$ cat src/rtl/tsmac_rx_fifo_reader.sv
// Read-side consumer of the TSMAC RX FIFO: pops {eop, err, byte} words, delineates frames,
// truncates oversize frames and drives a valid/ready byte stream with frame statistics.
module tsmac_rx_fifo_reader #(
    parameter int c_DATA_WIDTH = 8,
    parameter int c_MAX_LEN    = 1536,
    parameter int c_LEN_WIDTH  = 16,
    parameter int c_CNT_WIDTH  = 32
) (
    input  logic                    rd_clk,
    input  logic                    rd_rst_n,
    input  logic [c_DATA_WIDTH+1:0] fifo_rd_data,
    input  logic                    fifo_rd_empty,
    output logic                    fifo_rd_en,
    output logic                    m_valid,
    input  logic                    m_ready,
    output logic [c_DATA_WIDTH-1:0] m_data,
    output logic                    m_sop,
    output logic                    m_eop,
    output logic                    m_err,
    output logic [c_LEN_WIDTH-1:0]  m_len,
    output logic [c_CNT_WIDTH-1:0]  frame_cnt,
    output logic [c_CNT_WIDTH-1:0]  err_cnt,
    output logic [c_CNT_WIDTH-1:0]  trunc_cnt
);

    typedef enum logic [1:0] {IDLE, FRAME, DROP} state_t;

    // Buffer entry layout: {data, len, sop, eop, err, trunc}
    localparam int c_ENTRY_W = c_DATA_WIDTH + c_LEN_WIDTH + 4;
    localparam logic [c_LEN_WIDTH-1:0] c_MAX = c_LEN_WIDTH'(c_MAX_LEN);
    localparam logic [c_LEN_WIDTH-1:0] c_ONE = c_LEN_WIDTH'(1);

    state_t                   state_reg, state_next;
    logic [c_LEN_WIDTH-1:0]   len_reg, len_next, len_inc;
    logic                     rd_pend_reg;
    logic [1:0]               buf_cnt_reg;
    logic                     wr_ptr_reg, rd_ptr_reg;
    logic [c_CNT_WIDTH-1:0]   frame_cnt_reg, err_cnt_reg, trunc_cnt_reg;

    logic                     word_eop, word_err;
    logic [c_DATA_WIDTH-1:0]  word_byte;
    logic                     wr_en, wr_sop, wr_eop, wr_err, wr_trunc;
    logic [c_LEN_WIDTH-1:0]   wr_len;
    logic [c_ENTRY_W-1:0]     wr_entry, head;
    logic [c_ENTRY_W-1:0]     entries [2];
    logic                     fire;
    logic [2:0]               occ;

    assign word_eop  = fifo_rd_data[c_DATA_WIDTH+1];
    assign word_err  = fifo_rd_data[c_DATA_WIDTH];
    assign word_byte = fifo_rd_data[c_DATA_WIDTH-1:0];
    assign len_inc   = len_reg + c_ONE;

    assign m_valid = (buf_cnt_reg != 2'd0);
    assign fire    = m_valid & m_ready;

    // Words in flight plus buffered beats never exceed the two buffer slots.
    assign occ        = {1'b0, buf_cnt_reg} + {2'b00, rd_pend_reg} - {2'b00, fire};
    assign fifo_rd_en = rd_rst_n & ~fifo_rd_empty & (occ < 3'd2);

    always_comb begin
        state_next = state_reg;
        len_next   = len_reg;
        wr_en      = 1'b0;
        wr_sop     = 1'b0;
        wr_eop     = 1'b0;
        wr_err     = 1'b0;
        wr_trunc   = 1'b0;
        wr_len     = len_inc;
        if (rd_pend_reg) begin
            case (state_reg)
                IDLE: begin
                    wr_en    = 1'b1;
                    wr_sop   = 1'b1;
                    wr_len   = c_ONE;
                    len_next = c_ONE;
                    if (word_eop) begin
                        wr_eop = 1'b1;
                        wr_err = word_err;
                    end else begin
                        state_next = FRAME;
                    end
                end
                FRAME: begin
                    wr_en    = 1'b1;
                    len_next = len_inc;
                    if (word_eop) begin
                        wr_eop     = 1'b1;
                        wr_err     = word_err;
                        state_next = IDLE;
                    end else if (len_inc == c_MAX) begin
                        // Close the frame as errored and swallow the rest up to its eop
                        wr_eop     = 1'b1;
                        wr_err     = 1'b1;
                        wr_trunc   = 1'b1;
                        state_next = DROP;
                    end
                end
                DROP: begin
                    if (word_eop) state_next = IDLE;
                end
                default: state_next = IDLE;
            endcase
        end
    end

    assign wr_entry = {word_byte, wr_len, wr_sop, wr_eop, wr_err, wr_trunc};

    generate
        for (genvar gi = 0; gi < 2; gi++) begin : g_entry
            logic [c_ENTRY_W-1:0] entry_reg;
            always_ff @(posedge rd_clk) begin
                if (wr_en && (wr_ptr_reg == 1'(gi))) entry_reg <= wr_entry;
            end
            assign entries[gi] = entry_reg;
        end
    endgenerate

    assign head   = entries[rd_ptr_reg];
    // Gate with m_valid so stale slots never leak onto the outputs.
    assign m_data = m_valid ? head[c_ENTRY_W-1 -: c_DATA_WIDTH] : '0;
    assign m_len  = m_valid ? head[c_LEN_WIDTH+3:4] : '0;
    assign m_sop  = m_valid & head[3];
    assign m_eop  = m_valid & head[2];
    assign m_err  = m_valid & head[1];

    assign frame_cnt = frame_cnt_reg;
    assign err_cnt   = err_cnt_reg;
    assign trunc_cnt = trunc_cnt_reg;

    always_ff @(posedge rd_clk) begin
        if (!rd_rst_n) begin
            state_reg     <= IDLE;
            len_reg       <= '0;
            rd_pend_reg   <= 1'b0;
            buf_cnt_reg   <= 2'd0;
            wr_ptr_reg    <= 1'b0;
            rd_ptr_reg    <= 1'b0;
            frame_cnt_reg <= '0;
            err_cnt_reg   <= '0;
            trunc_cnt_reg <= '0;
        end else begin
            state_reg   <= state_next;
            len_reg     <= len_next;
            rd_pend_reg <= fifo_rd_en;
            if (wr_en) wr_ptr_reg <= ~wr_ptr_reg;
            if (fire)  rd_ptr_reg <= ~rd_ptr_reg;
            case ({wr_en, fire})
                2'b10:   buf_cnt_reg <= buf_cnt_reg + 2'd1;
                2'b01:   buf_cnt_reg <= buf_cnt_reg - 2'd1;
                default: buf_cnt_reg <= buf_cnt_reg;
            endcase
            if (fire && head[2]) begin
                frame_cnt_reg <= frame_cnt_reg + 1'b1;
                if (head[1]) err_cnt_reg   <= err_cnt_reg + 1'b1;
                if (head[0]) trunc_cnt_reg <= trunc_cnt_reg + 1'b1;
            end
        end
    end

endmodule

$ cat config.mk
export PLATFORM = sky130hd
export DESIGN_NAME = tsmac_rx_fifo_reader
export DESIGN_NICKNAME = d
export VERILOG_FILES = /design/src/rtl/tsmac_rx_fifo_reader.sv
export SDC_FILE = /design/constraint.sdc
export NUM_CORES = 1
export LEC_CHECK = 0
export CORE_UTILIZATION = 50
export DETAILED_ROUTE_END_ITERATION = 10
export PLACE_DENSITY = 0.83
export SYNTH_ARGS = -nofsm -noshare
export SYNTH_HDL_FRONTEND = slang
export SYNTH_SLANG_ARGS = --single-unit
$ cat constraint.sdc
create_clock -name rd_clk -period 6.3 [get_ports rd_clk]
set_input_delay 1.89 -clock rd_clk [delete_from_list [all_inputs] [get_ports rd_clk]]
set_output_delay 1.89 -clock rd_clk [all_outputs]
set_load 0.005 [all_outputs]
* Word level (Yosys, flattened, before mapping)
Index checks and enable logic that the tools add are counted.
Word-level totals: register bits after elaboration 175, input port bits 14, output and inout port bits 125, word-level logic and storage cells 81
Cells by class: add/sub/neg operators 8, order comparisons 2, equal/unequal tests 8, multiplexer cells 30, bitwise logic cells 10, reductions and logical operators 12
Operator list (number):
- $add A32 B1 Y32 const B | 3
- $mux W28 | 3
- $mux W16 | 3
- $pmux W16 S2 | 1
- $add A16 B1 Y16 const B | 1
- $eq A16 B11 Y1 const B | 1
- $mux W1 | 14
- $mux W2 | 4
- $mux W8 | 1
- $and A1 B1 Y1 | 6
- $pmux W2 S3 | 1
- $reduce_and A2 Y1 | 3
- $reduce_bool A2 Y1 | 3
- $eq A2 B1 Y1 const B | 2
- $eq A2 B2 Y1 const B | 2
- $ne A2 B2 Y1 const B | 2
- $pmux W1 S2 | 2
- $pmux W2 S2 | 1
- $reduce_and A4 Y1 | 1
- $add A2 B1 Y3 | 1
- $logic_and A1 B1 Y1 | 3
- $lt A3 B2 Y1 const B | 1
- $ne A3 B3 Y1 const B | 1
- $not A1 Y1 | 3
- other kinds (7) | 7

* Longest topological paths before layout
depth after elaboration 6, mapped depth 8, depth with buffers taken out 7

* Worst setup path before layout
OpenSTA, ideal clock, no wires.
kind in2out, start in m_ready, end out fifo_rd_en, arrival time 3.324 ns, required time 4.410 ns, slack 1.086 ns, stages 7, buffers on the path 0, cells stage by stage o21ai_2 -> inv_1 -> ha_1 -> nand2b_1 -> fa_1 -> xor2_1 -> nor3_1
On the way: word-level cells in the longest chain between the ends 4
RTL lines:
- from (decl) | RTL line 15 | input logic m_ready,
- $and A1 B1 Y1 | RTL line 55 | assign fire = m_valid & m_ready;
- net fire | RTL line 46 | logic fire;
- $sub A3 B1 Y3 | RTL line 58 | assign occ = {1'b0, buf_cnt_reg} + {2'b00, rd_pend_reg} - {2'b00, fire};
- $lt A3 B2 Y1 | RTL line 59 | assign fifo_rd_en = rd_rst_n & ~fifo_rd_empty & (occ < 3'd2);
- $and A1 B1 Y1 | RTL line 59
- to (decl) | RTL line 13 | output logic fifo_rd_en,
The timed path passes the listed nets, and every way through them passes these cells.

* Worst setup path after layout
Same ends and word-level chain as after synthesis.

==> summary.txt <==
Synth
  • Area share of the largest cell type after synthesis: 28.4%
  • Proportion of register bits with asynchronous set or reset after synthesis: 0%
  • Leading register cell type out of synthesis: dfxtp_1
  • Cell area after synthesis: 0.00838 sq mm
  • Ranking of synthesized cells by area: dfxtp_1, edfxtp_1, and2_1
  • Cell type contributing the most total cell area after synthesis: dfxtp_1
  • Syn Nets: 883
  • Sequential-to-total area share from yosys stat: 48.5%
  • Mean Syn Cell Area: 9.73 sq um
  • Number of distinct library cells after synthesis: 56
  • Synth Warn #: 0
  • Mapped Cells: between 800 and 900
  • Most frequently used cell type in the post-synthesis netlist: dfxtp_1
  • Count of flip-flops with a built-in enable after synthesis: 56
  • Most numerous cell types in the synthesized netlist: dfxtp_1, and2_1, nor2_1
  • FF+latch count, synth: 175

Timing
  • Clock Skews: 7.86 ps
  • Setup violators final: 0
  • Final Hold Viols: 0
  • Final number of max-transition violations: 0
  • Pin slew with the least headroom to its limit: 1070 ps
  • Setup repair after global routing missed its margin: false
  • Slew HR: 28.5%
  • Minimum clock period after layout: 6100 ps
  • Hold Worst Slack: 473 ps
  • Setup TNS: 0 ps
  • Post-route worst setup slack: 200 ps
  • Post-route fraction of the period consumed by the critical path: between 90% and 100%
  • Highest clock rate: 164 MHz

Setup path
  • R2R Path Start: rd_pend_reg
  • Critical path origin: m_ready
  • Largest driver fanout on the critical path: 2
  • Worst-path cell with the longest stage delay: clkdlybuf4s50_1
  • Cell chain of the critical path: clkdlybuf4s50_1 > o21ai_2 > inv_1 > ha_1 > nand2b_1 > fa_1 > xor2_1 > nor3_1 > clkdlybuf4s50_1
  • Data arrival at the endpoint of the critical path: 4210 ps
  • Critical path startpoint category: input port
  • Critical path data required time: 4410 ps
  • Delay contributed by the slowest stage of the critical path: 530 ps
  • Worst setup path class: input port to primary output
  • Critical path endpoint category: primary output
  • Cell seen most often among critical-path stages: clkdlybuf4s50_1
  • Family of cells with the greatest summed delay on the critical path: buffers and inverters
  • Critical path buffer and inverter count: 3

Finish
  • Count of fill cells added during filler insertion: 1292
  • Number of nets in the layout: 998
  • Final Instance Area: 0.0105 sq mm
  • Flip-flop count of the largest register after layout: 56
  • Non-filler instance count after layout: 1205
  • Layout cell share with drive strength beyond 1: ~6.5%
  • Layout Area Growth over Synthesis: 24.9%
  • Final standard cell utilization of the core: 65.0%
  • ANT cells: 0

CTS
  • Count of instances resized after the clock tree is built: 0
  • Clock Tree Root: clkbuf_16
  • Clock sink total: 175
  • CTS Hold Buffers Added: 0
  • TritonCTS clock tree: built
  • Number of buffers inserted by post-CTS setup repair: 0
  • H-tree depth reported by CTS: 4
  • Buffer depth of the longest clock path: 2
  • Worst-path clk slew: 60 ps
  • Worst-skew pair later-pin latency: 430 ps
  • TritonCTS Buffers: 17

Die
  • Die W: 131 um
  • Core ar.: approximately 0.016 sq mm
  • Number of primary I/O pins: around 140
  • Die Y: 131 um
  • Starting utilization of the core area: 52.0%
  • Number of cell rows: 46
  • Die Footprint: 0.0173 sq mm

Power
  • Part of the power in combinational logic: 19.8%
  • Sequential group share of total power: 44.2%
  • Fraction of power consumed by the clock network: between 30% and 40%
  • Leak: 3.66 nW
  • Switching fraction of total power: ~27%
  • Design internal power: 2.22 mW
  • IR drop worst, VDD: 0.294 mV
  • Power per cell area: 292 mW/mm^2
  • Power, Total: 3.05 mW
  • Sw power: 834 uW

Routing
  • Initial DRC Count: ~410
  • Antenna viol nets, final: 0
  • Routed wire length on met2: 8680 um
  • M1 WL: 8190 um
  • Vias per inst: 5.43
  • Number of detailed-routing iterations run before antenna repair: 4
  • Avg WL per Cell: around 15 um
  • Total via count after detailed routing: between 6000 and 7000
  • Remaining DRCs: 0
  • Uppermost layer routed: met4
  • Total length of routed wires: between 15000 and 20000 um
  • WL met3: 692 um

Run
  • Max Cap Violations: 0

Placement
  • Worst slack at placement: 200 ps
  • Final weighted congestion of routability-driven global placement: slightly above 0.8
  • Detailed placer's ending HPWL: between 10000 and 15000 um
  • Port bufs: 138
  • Placed instance area: 0.00985 sq mm
  • Placed Cells: 1173

Global route
  • Initial antenna violation count: 0
  • First-pass GRT wire length: 29400 um
  • Number of global-route vias before repair: 6109
  • Maximum number of pins on one net before global-route repair: 120
  • Congestion Overflow GR: 0
  • Total track usage: 20.9%

Status
  • Status: finished, final reports clean

Hold path
  • Worst min-delay path category: flip-flop to flip-flop
  • Worst Min Path Start: state_reg[1]
## final cells by class
cell class,count,area (sq um),area share (%)
Timing Repair Buffer,143,1410,13.5
Inverter,26,97.6,0.932
Sequential cell,175,4070,38.8
Clock inverter,9,118,1.12
Tap cell,216,270,2.58
Clock buffer,23,509,4.86
Multi-Input combinational cell,613,4000,38.2
## per-layer routing
layer / vias to the layer above / global-route usage, %
li1: 3225 / -
met1: 3137 / 27.0
met2: 160 / 35.0
met3: 25 / 4.05
met4: 0 / 7.24
met5: - / 0
## cells in the final DEF, fill, tap and decap left out, types with 18 or more instances in the layout
| cell type | synthesis | final |
|---|---|---|
| nor2_1 | 58 | 56 |
| clkdlybuf4s50_1 | 0 | 137 |
| o21ai_0 | 40 | 40 |
| nor3_1 | 34 | 34 |
| nand2_1 | 57 | 57 |
| xnor2_1 | 41 | 41 |
| dfxtp_1 | 119 | 118 |
| inv_1 | 25 | 25 |
| edfxtp_1 | 56 | 56 |
| a21boi_0 | 19 | 19 |
| nand4_1 | 28 | 28 |
| nand3_1 | 30 | 30 |
| xor2_1 | 44 | 44 |
| and2_1 | 76 | 76 |
| clkbuf_16 | 0 | 18 |
| nor2b_1 | 18 | 18 |
| mux2i_1 | 29 | 29 |
| or3_1 | 31 | 31 |
## power groups by stage
stage               registers [mW]  clock network (mW)  logic (mW)
floorplan                     1.32                   0       0.373
global placement              1.37                   0       0.603
detailed placement            1.37                   0       0.607
CTS                           1.35                1.12       0.612
global route                  1.36                1.16       0.660
finish                        1.35                1.10       0.604
## tightest hold or removal path, delay by kind of cell (launching register included)
| family | cells | cell delay [ps] |
|---|---|---|
| simple gates | 1 | 50 |
| compound gates | 1 | 60 |
| flops | 1 | 310 |
## final timing paths
check                                           endpoint  slack, ps  cells after the start
worst min register to register              state_reg[1]        470                      2
worst min-delay path                        state_reg[1]        470                      2
worst max register to register  g_entry[1].entry_reg[18]       2960                      4
worst max-delay path                          fifo_rd_en        200                      9
## cell families after synthesis
group	after synthesis	share of synthesized area (%)
AO/OA/AOI/OAI	102	7.66
XOR/XNOR	85	8.88
adder cells (fa/ha/maj)	8	1.28
buffers and inverters	73	3.87
flip-flops	175	48.5
multiplexers	30	3.63
AND/OR/NAND/NOR	388	26.2
Note: power is estimated with default switching activity, not from simulation.
